<file path="src/rtl/pc_seq_unit.sv">
// pc_seq_unit: parametrised program counter with load, increment, signed
// relative add and a call/return stack of saved return addresses.
// One operation per cycle, priority ret > call > ld > rel > inc > hold.
// Optional build macro PC_SEQ_SAT_EN: inc, rel and the call push value
// saturate instead of wrapping modulo 2^WIDTH.
module pc_seq_unit #(
    parameter int               WIDTH       = 16,
    parameter int               STACK_DEPTH = 8,
    parameter logic [WIDTH-1:0] RESET_VAL   = '0,
    parameter int               INC_STEP    = 1
) (
    input  logic                               clk,
    input  logic                               reset,
    input  logic                               ld,
    input  logic                               inc,
    input  logic                               rel,
    input  logic                               call,
    input  logic                               ret,
    input  logic [WIDTH-1:0]                   d,
    output logic [WIDTH-1:0]                   q,
    output logic [$clog2(STACK_DEPTH+1)-1:0]   sp_level,
    output logic                               stk_full,
    output logic                               stk_empty,
    output logic                               stk_err
);

    localparam int               SPW   = $clog2(STACK_DEPTH + 1);
    localparam int               IDXW  = $clog2(STACK_DEPTH);
    localparam logic [WIDTH-1:0] STEP  = WIDTH'(INC_STEP);
    localparam logic [SPW-1:0]   DEPTH = SPW'(STACK_DEPTH);

    logic [WIDTH-1:0] pc_q, pc_d;
    logic [SPW-1:0]   sp_q, sp_d;
    logic             err_q, err_d;
    logic [WIDTH-1:0] stack_q [STACK_DEPTH];

    logic [WIDTH-1:0] inc_val;   // q + INC_STEP, also the call return address
    logic [WIDTH-1:0] rel_val;   // q + d
    logic [WIDTH-1:0] top_entry;
    logic [IDXW-1:0]  push_idx, pop_idx;
    logic             push_en;
    logic             full, empty;

`ifdef PC_SEQ_SAT_EN
    logic [WIDTH:0] inc_sum, rel_sum;

    assign inc_sum = {1'b0, pc_q} + {1'b0, STEP};
    assign rel_sum = {1'b0, pc_q} + {1'b0, d};
    assign inc_val = inc_sum[WIDTH] ? '1 : inc_sum[WIDTH-1:0];
    // Positive offset: carry-out means overflow. Negative offset: the absence
    // of carry-out means the result went below zero.
    assign rel_val = (d[WIDTH-1] == 1'b0)
                   ? (rel_sum[WIDTH] ? '1 : rel_sum[WIDTH-1:0])
                   : (rel_sum[WIDTH] ? rel_sum[WIDTH-1:0] : '0);
`else
    assign inc_val = pc_q + STEP;
    assign rel_val = pc_q + d;
`endif

    assign full      = (sp_q == DEPTH);
    assign empty     = (sp_q == '0);
    assign push_idx  = IDXW'(sp_q);
    assign pop_idx   = IDXW'(sp_q - SPW'(1));
    assign top_entry = stack_q[pop_idx];

    // Next-state selection by command priority; errors only set, never clear.
    always_comb begin
        // NOTE: every signal gets a default first so no path infers a latch.
        pc_d    = pc_q;
        sp_d    = sp_q;
        err_d   = err_q;
        push_en = 1'b0;
        if (ret) begin
            if (empty) begin
                err_d = 1'b1;
            end else begin
                pc_d = top_entry;
                sp_d = sp_q - SPW'(1);
            end
        end else if (call) begin
            if (full) begin
                err_d = 1'b1;
            end else begin
                push_en = 1'b1;
                sp_d    = sp_q + SPW'(1);
                pc_d    = d;
            end
        end else if (ld) begin
            pc_d = d;
        end else if (rel) begin
            pc_d = rel_val;
        end else if (inc) begin
            pc_d = inc_val;
        end
    end

    // State registers and return-address stack.
    always_ff @(posedge clk or posedge reset) begin
        // NOTE: sequential state uses non-blocking assignments only.
        if (reset) begin
            pc_q  <= RESET_VAL;
            sp_q  <= '0;
            err_q <= 1'b0;
            // NOTE: stack entries are reset too, so no slot ever holds X.
            for (int i = 0; i < STACK_DEPTH; i++) begin
                stack_q[i] <= '0;
            end
        end else begin
            pc_q  <= pc_d;
            sp_q  <= sp_d;
            err_q <= err_d;
            if (push_en) begin
                stack_q[push_idx] <= inc_val;
            end
        end
    end

    assign q         = pc_q;
    assign sp_level  = sp_q;
    assign stk_full  = full;
    assign stk_empty = empty;
    assign stk_err   = err_q;

endmodule
</file>
<file path="config.mk">
export PLATFORM = sky130hd
export DESIGN_NAME = pc_seq_unit
export DESIGN_NICKNAME = d
export VERILOG_FILES = /design/src/rtl/pc_seq_unit.sv
export SDC_FILE = /design/constraint.sdc
export NUM_CORES = 1
export LEC_CHECK = 0
export CAP_MARGIN = 20
export CORE_ASPECT_RATIO = 1.4
export CORE_MARGIN = 2
export CORE_UTILIZATION = 40
export CTS_BUF_LIST = sky130_fd_sc_hd__clkbuf_16
export DETAILED_ROUTE_END_ITERATION = 10
export SETUP_SLACK_MARGIN = 0.1
export SLEW_MARGIN = 20
export SYNTH_ARGS = -nofsm -noshare
export SYNTH_HDL_FRONTEND = slang
export SYNTH_SLANG_ARGS = --single-unit
</file>
<file path="constraint.sdc">
create_clock -name clk -period 6.54 [get_ports clk]
set_input_delay 0.654 -clock clk [delete_from_list [all_inputs] [get_ports clk]]
set_output_delay 0.654 -clock clk [all_outputs]
set_load 0.03 [all_outputs]
</file>
# Word level (Yosys, flattened, before mapping)
# Cells that the tools add are included.
# word_totals
regBits,149
input_bits,23
output_inout_bits,23
wordCells,57
# classes
addsub,4
magnitude_cmp,3
n_eq_ne,5
muxes,24
bitwise_logic,2
reduce_logical,8
# ops
operator,count
two-way mux 16 bit,10
bitwise mux 128 bit,1
binary-select mux 16 bit (select 3 bit),1
demux 16 bit (select 3 bit),1
"adder 16 x 1 -> 16 bit, second input constant",1
adder 16 bit,1
two-way mux 4 bit,4
AND reduction 3 bit,3
"greater-or-equal comparator 4 bit, second input constant",2
NOT 3 -> 4 bit,2
two-way mux 1 bit,7
nonzero test 5 bit,1
"adder 4 x 1 -> 4 bit, second input constant",1
"equality test 4 bit, second input constant",1
zero test 4 bit,1
"< comparator 4 x 1 -> 1 bit, second input constant",1
"!= test 2 bit, second input constant",2
nonzero test 2 bit,2
"subtractor 4 x 1 -> 4 bit, second input constant",1
"!= test 3 bit, second input constant",1
"!= test 2 x 1 -> 1 bit, second input constant",1
logical AND 1 bit,1

# Logic depth before layout (Yosys ltp)
# logic_depth
ltp_word,7
depth_mapped,11
depth_no_buf,8

# Least setup slack after synthesis
# OpenSTA, ideal clock, no wires.
# synth_timing
path_type,register to register
from,register sp_q[0] (netlist: sp_level[0])
to,register pc_q[9] (netlist: q[9])
setup_time_ns,0.125
t_arrival_ns,2.655
required_time_ns,6.415
path_slack_ns,3.761
stages_incl_launch_ff,11
path_buffers,3
synth_period_minus_slack_ns,2.779
path_cell_list,dfrtp_1 buf_4 inv_1 ha_1 buf_2 buf_2 mux4_2 mux2_2 a21oi_1 o221ai_1 mux2_2
# synth_between
elab_chain_cells,7
elab_cells_between_ends,12
cone_classes,1 x add/sub; 3 x eq/ne; 5 x mux; 1 x bitwise; 2 x reduce/logical
# synth_rtl
element,line,rtl
from (decl),33,"logic [SPW-1:0] sp_q, sp_d;"
from (signal assigned),110,sp_q <= sp_d;
subtractor 4 x 1 -> 4 bit,--,
net pop_idx[0],40,"logic [IDXW-1:0] push_idx, pop_idx;"
NOT 3 -> 4 bit (implied by the code),64,assign top_entry = stack_q[pop_idx];
binary-select mux 16 bit (select 3 bit),64,
two-way mux 16 bit (implied by the code) (2 in a row),64,
two-way mux 16 bit,74,if (empty) begin
two-way mux 16 bit,73,if (ret) begin
to (signal assigned),109,pc_q <= pc_d;
to (decl),32,"logic [WIDTH-1:0] pc_q, pc_d;"
# The timed path passes the listed nets, and every way through them passes these cells. The select of a mux whose other input is x is not followed.
# A chain may end at the register's enable or synchronous reset.

# Worst setup path in the final report
# layout_timing
from,register sp_q[0] (netlist: sp_level[0])
to,register pc_q[10] (netlist: q[10])
# Same word-level chain as after synthesis.

==> impl_results.md <==
* FMAX at 275.6 MHz
* Placed insts at roughly 1100
* DR vias at 6053
* CTS tree: yes
* Die ar. at roughly 21000 sq um
* Ys async rst share at between 90% and 100%
* Mapped Area at 7991 sq um
* Longest Clk Path Bufs at 2
* Area of the multi-input gates at about 4000 sq um
* DPL Wire Length at 14.13 mm
* Crit path DAT at 3.94 ns
* Setup Skew at 0.007828 ns
* Syn Inst Count at 809
* Crit start category: flop
* Post-synth net total at 851
* Critical Path End Type: flop
* Post-CTS setup buffers at 0
* First-pass GRT wire length at 33.34 mm
* Hold_buf cts at 0
* Post-CTS sizing at 0
* Largest net degree at the start of global routing at 88
* Non-Filler Instances at around 1100
* Flop2flop setup slack at 2.91 ns
* Leak Pwr at 0.003878 uW
* Sw frac at 39.99%
* TritonCTS Sinks at 149
* Crit Path Max Fanout at 38
* Reg2Reg Capture Point: q[10]$_DFFE_PP0P_
* Drt total wl at 20.81 mm
* First-pass DRT Iterations at 5
* Area Overhead vs Synth at 15.61%
* Hold Crit Start: stack_q[27]$_DFFE_PP0P_
* R2R Path Start: sp_level[0]$_DFFE_PP0P_
* Post-synth EDFFs at 0
* Register area share after synthesis at a little under half
* Sequential power share at 34.4%
* Number of routed nets with antenna violations at 0
* Internal power at between 3000 and 4000 uW
* Unrepaired setup endpoints after global routing: false
* IO Pins at 46
* DR WL/cell at 19.01 um
* Share of cells above drive strength 1 at 12.10%
* CP Class: reg -> reg
* Yosys cell types at between 50 and 60
* CTS root buf: clkbuf_16
* Endpoints failing hold at 0
* DR vias/cell at 5.528
* Yosys reg bits at 149
* Gpl congestion at 0.8587
* Die Y at 171.2 um
* Clock latency on the worst-skew pair at 0.42 ns
* Starting Density at about two fifths
* CTS buffer count at 17
* IO Port Bufs at 45
* Ant diodes at 0
* Final Setup Violations at 0
* Core area at roughly 20000 sq um
* Type of the tightest min-delay check: reg -> reg
* Fin crit period at roughly 3.6 ns
* Sequential Area at 3732 sq um
* Final period utilization at between 50% and 60%
* Worst EP required at about 6.9 ns
* Layout Nets at 873
* DRC errors left at 0
* Yosys warnings at 0
* Hold depth at 2
* GRT overflow at 0
* Slew margin rel. at 32.25%
* PD cells at 557.1 nW/um^2
* Max IR drop VDD at 222.5 uV
* Syn_area_per_cell at roughly 9.9 sq um
* Die W at between 100 and 150 um
* H-tree Lvls at 4
* Site row count at 61
* DR iter-0 viols at about 430
* Clock Pin Slew Worst Setup and Hold Paths at 0.06 ns
* Number of global-route vias before repair at 6293
* Hold endpoint: stack_q[27]$_DFFE_PP0P_
* Max_cap viols at 0
* Pin slew with the least headroom to its limit at between 1 and 1.5 ns
* Clk network pwr share at 19.3%
* Fin. max-slew vios at 0
* Initial antenna violation count at 0
* All-Layer GR Usage at 20.78%
* Filler instances at about 1800
* Status: finished clean
* TNS Setup at 0 ns
* Ys flop type: dfrtp_1
* Worst hold slack at 0.4764 ns
* Switch Pwr at approximately 2100 uW
* R2r worst-path depth at 7
* Gate power share at approximately 46%
==> kinds of logic after synthesis <==
group                      after synthesis  share of synthesized area, %
xor gates and xnor gates                30                         3.288
adders and majority gates               19                         3.069
muxes                                   62                         13.00
DFF                                    149                         46.66
and+or+nand+nor                        254                         14.09
AOI/OAI and AO/OA                      229                         16.39
buffers and inverters                   66                         3.507
==> placed cells by master, fill, tap and decap left out, types with 13 or more instances in the layout <==
| cell type | count |
|---|---|
| clkdlybuf4s50_1 | 45 |
| a21oi_1 | 79 |
| ha_1 | 17 |
| dfrtp_1 | 148 |
| o21ai_0 | 101 |
| mux2i_1 | 16 |
| nor3_1 | 15 |
| xnor2_1 | 15 |
| mux2_2 | 14 |
| mux4_2 | 32 |
| buf_4 | 13 |
| xor2_1 | 14 |
| clkbuf_16 | 17 |
| nor2_1 | 77 |
| nand2_1 | 109 |
==> critical path, stage by stage, from the launching register on <==
cell	delay [ns]
dfrtp_4	0.85
inv_1	0.19
ha_2	1.05
mux4_2	0.60
mux2_2	0.28
a21oi_1	0.14
o221ai_1	0.11
mux2_2	0.28
==> routing by layer <==
metal / wire (um) / vias to the layer above / GRT usage (%)
li1: - / 2951 / -
met1: 9223 / 2954 / 25.28
met2: 10470 / 108 / 36.41
met3: 409 / 40 / 2.619
met4: 706 / 0 / 9.387
met5: 0 / - / 0
==> cells in the mapped netlist (7+ instances only) <==
master / n / area [sq um]
nand3_1: 10 / 50.05
buf_2: 14 / 70.07
o21ai_0: 101 / 505.5
xor2_1: 15 / 131.4
mux2i_1: 16 / 160.2
mux4_2: 32 / 720.7
a21o_1: 7 / 52.55
nor2_1: 77 / 289.0
a21oi_1: 79 / 395.4
xnor2_1: 15 / 131.4
ha_1: 18 / 225.2
nand2_1: 109 / 409.1
clkbuf_1: 36 / 135.1
nor3_1: 17 / 85.08
nand4_1: 12 / 75.07
mux2_2: 14 / 157.7
inv_1: 11 / 41.29
dfrtp_1: 149 / 3729
==> stage by stage <==
step	setup slack (ns)	power (uW)	instance area, sq um	util, %
final	2.912	5147	9239	46.74
after floorplan	1.878	3459	7991	-
after global routing	2.649	5513	9239	46.74
after detailed placement	2.511	4168	8642	43.72
after CTS	2.496	5178	9236	46.72
after global placement	2.566	4127	8642	43.72
==> worst max-delay path by stage <==
stage	startpoint	end	slack, ns	cells past startpoint
2_1_floorplan	reset	q[0]$_DFFE_PP0P_	1.88	1
3_3_place_gp	sp_level[0]$_DFFE_PP0P_	q[10]$_DFFE_PP0P_	2.57	7
3_5_place_dp	sp_level[0]$_DFFE_PP0P_	q[10]$_DFFE_PP0P_	2.51	7
4_1_cts	sp_level[0]$_DFFE_PP0P_	q[10]$_DFFE_PP0P_	2.50	7
5_1_grt	sp_level[0]$_DFFE_PP0P_	q[9]$_DFFE_PP0P_	2.65	7
6_report	sp_level[0]$_DFFE_PP0P_	q[10]$_DFFE_PP0P_	2.91	7
==> area by class of cell <==
class	count	area share (%)
Clock buffer	17	4.605
Clock inverter	14	1.828
Inverter	11	0.5011
Multi-Input combinational cell	594	43.32
Sequential cell	149	40.40
Tap cell	252	3.413
Timing Repair Buffer	58	5.932
==> power by group through the flow <==
stage	Combinational, uW	Clock (uW)	Sequential [uW]
after floorplan	1750	0	1710
after global placement	2360	0	1770
after detailed placement	2390	0	1780
after CTS	2400	1010	1770
after global routing	2630	1050	1830
final	2390	993	1770
==> registers in the layout (all words and copies together) (netlist names) <==
name and flops:
stack_q 128, q 16, sp_level 4, stk_err 1
(Power assumes the default switching activity.)
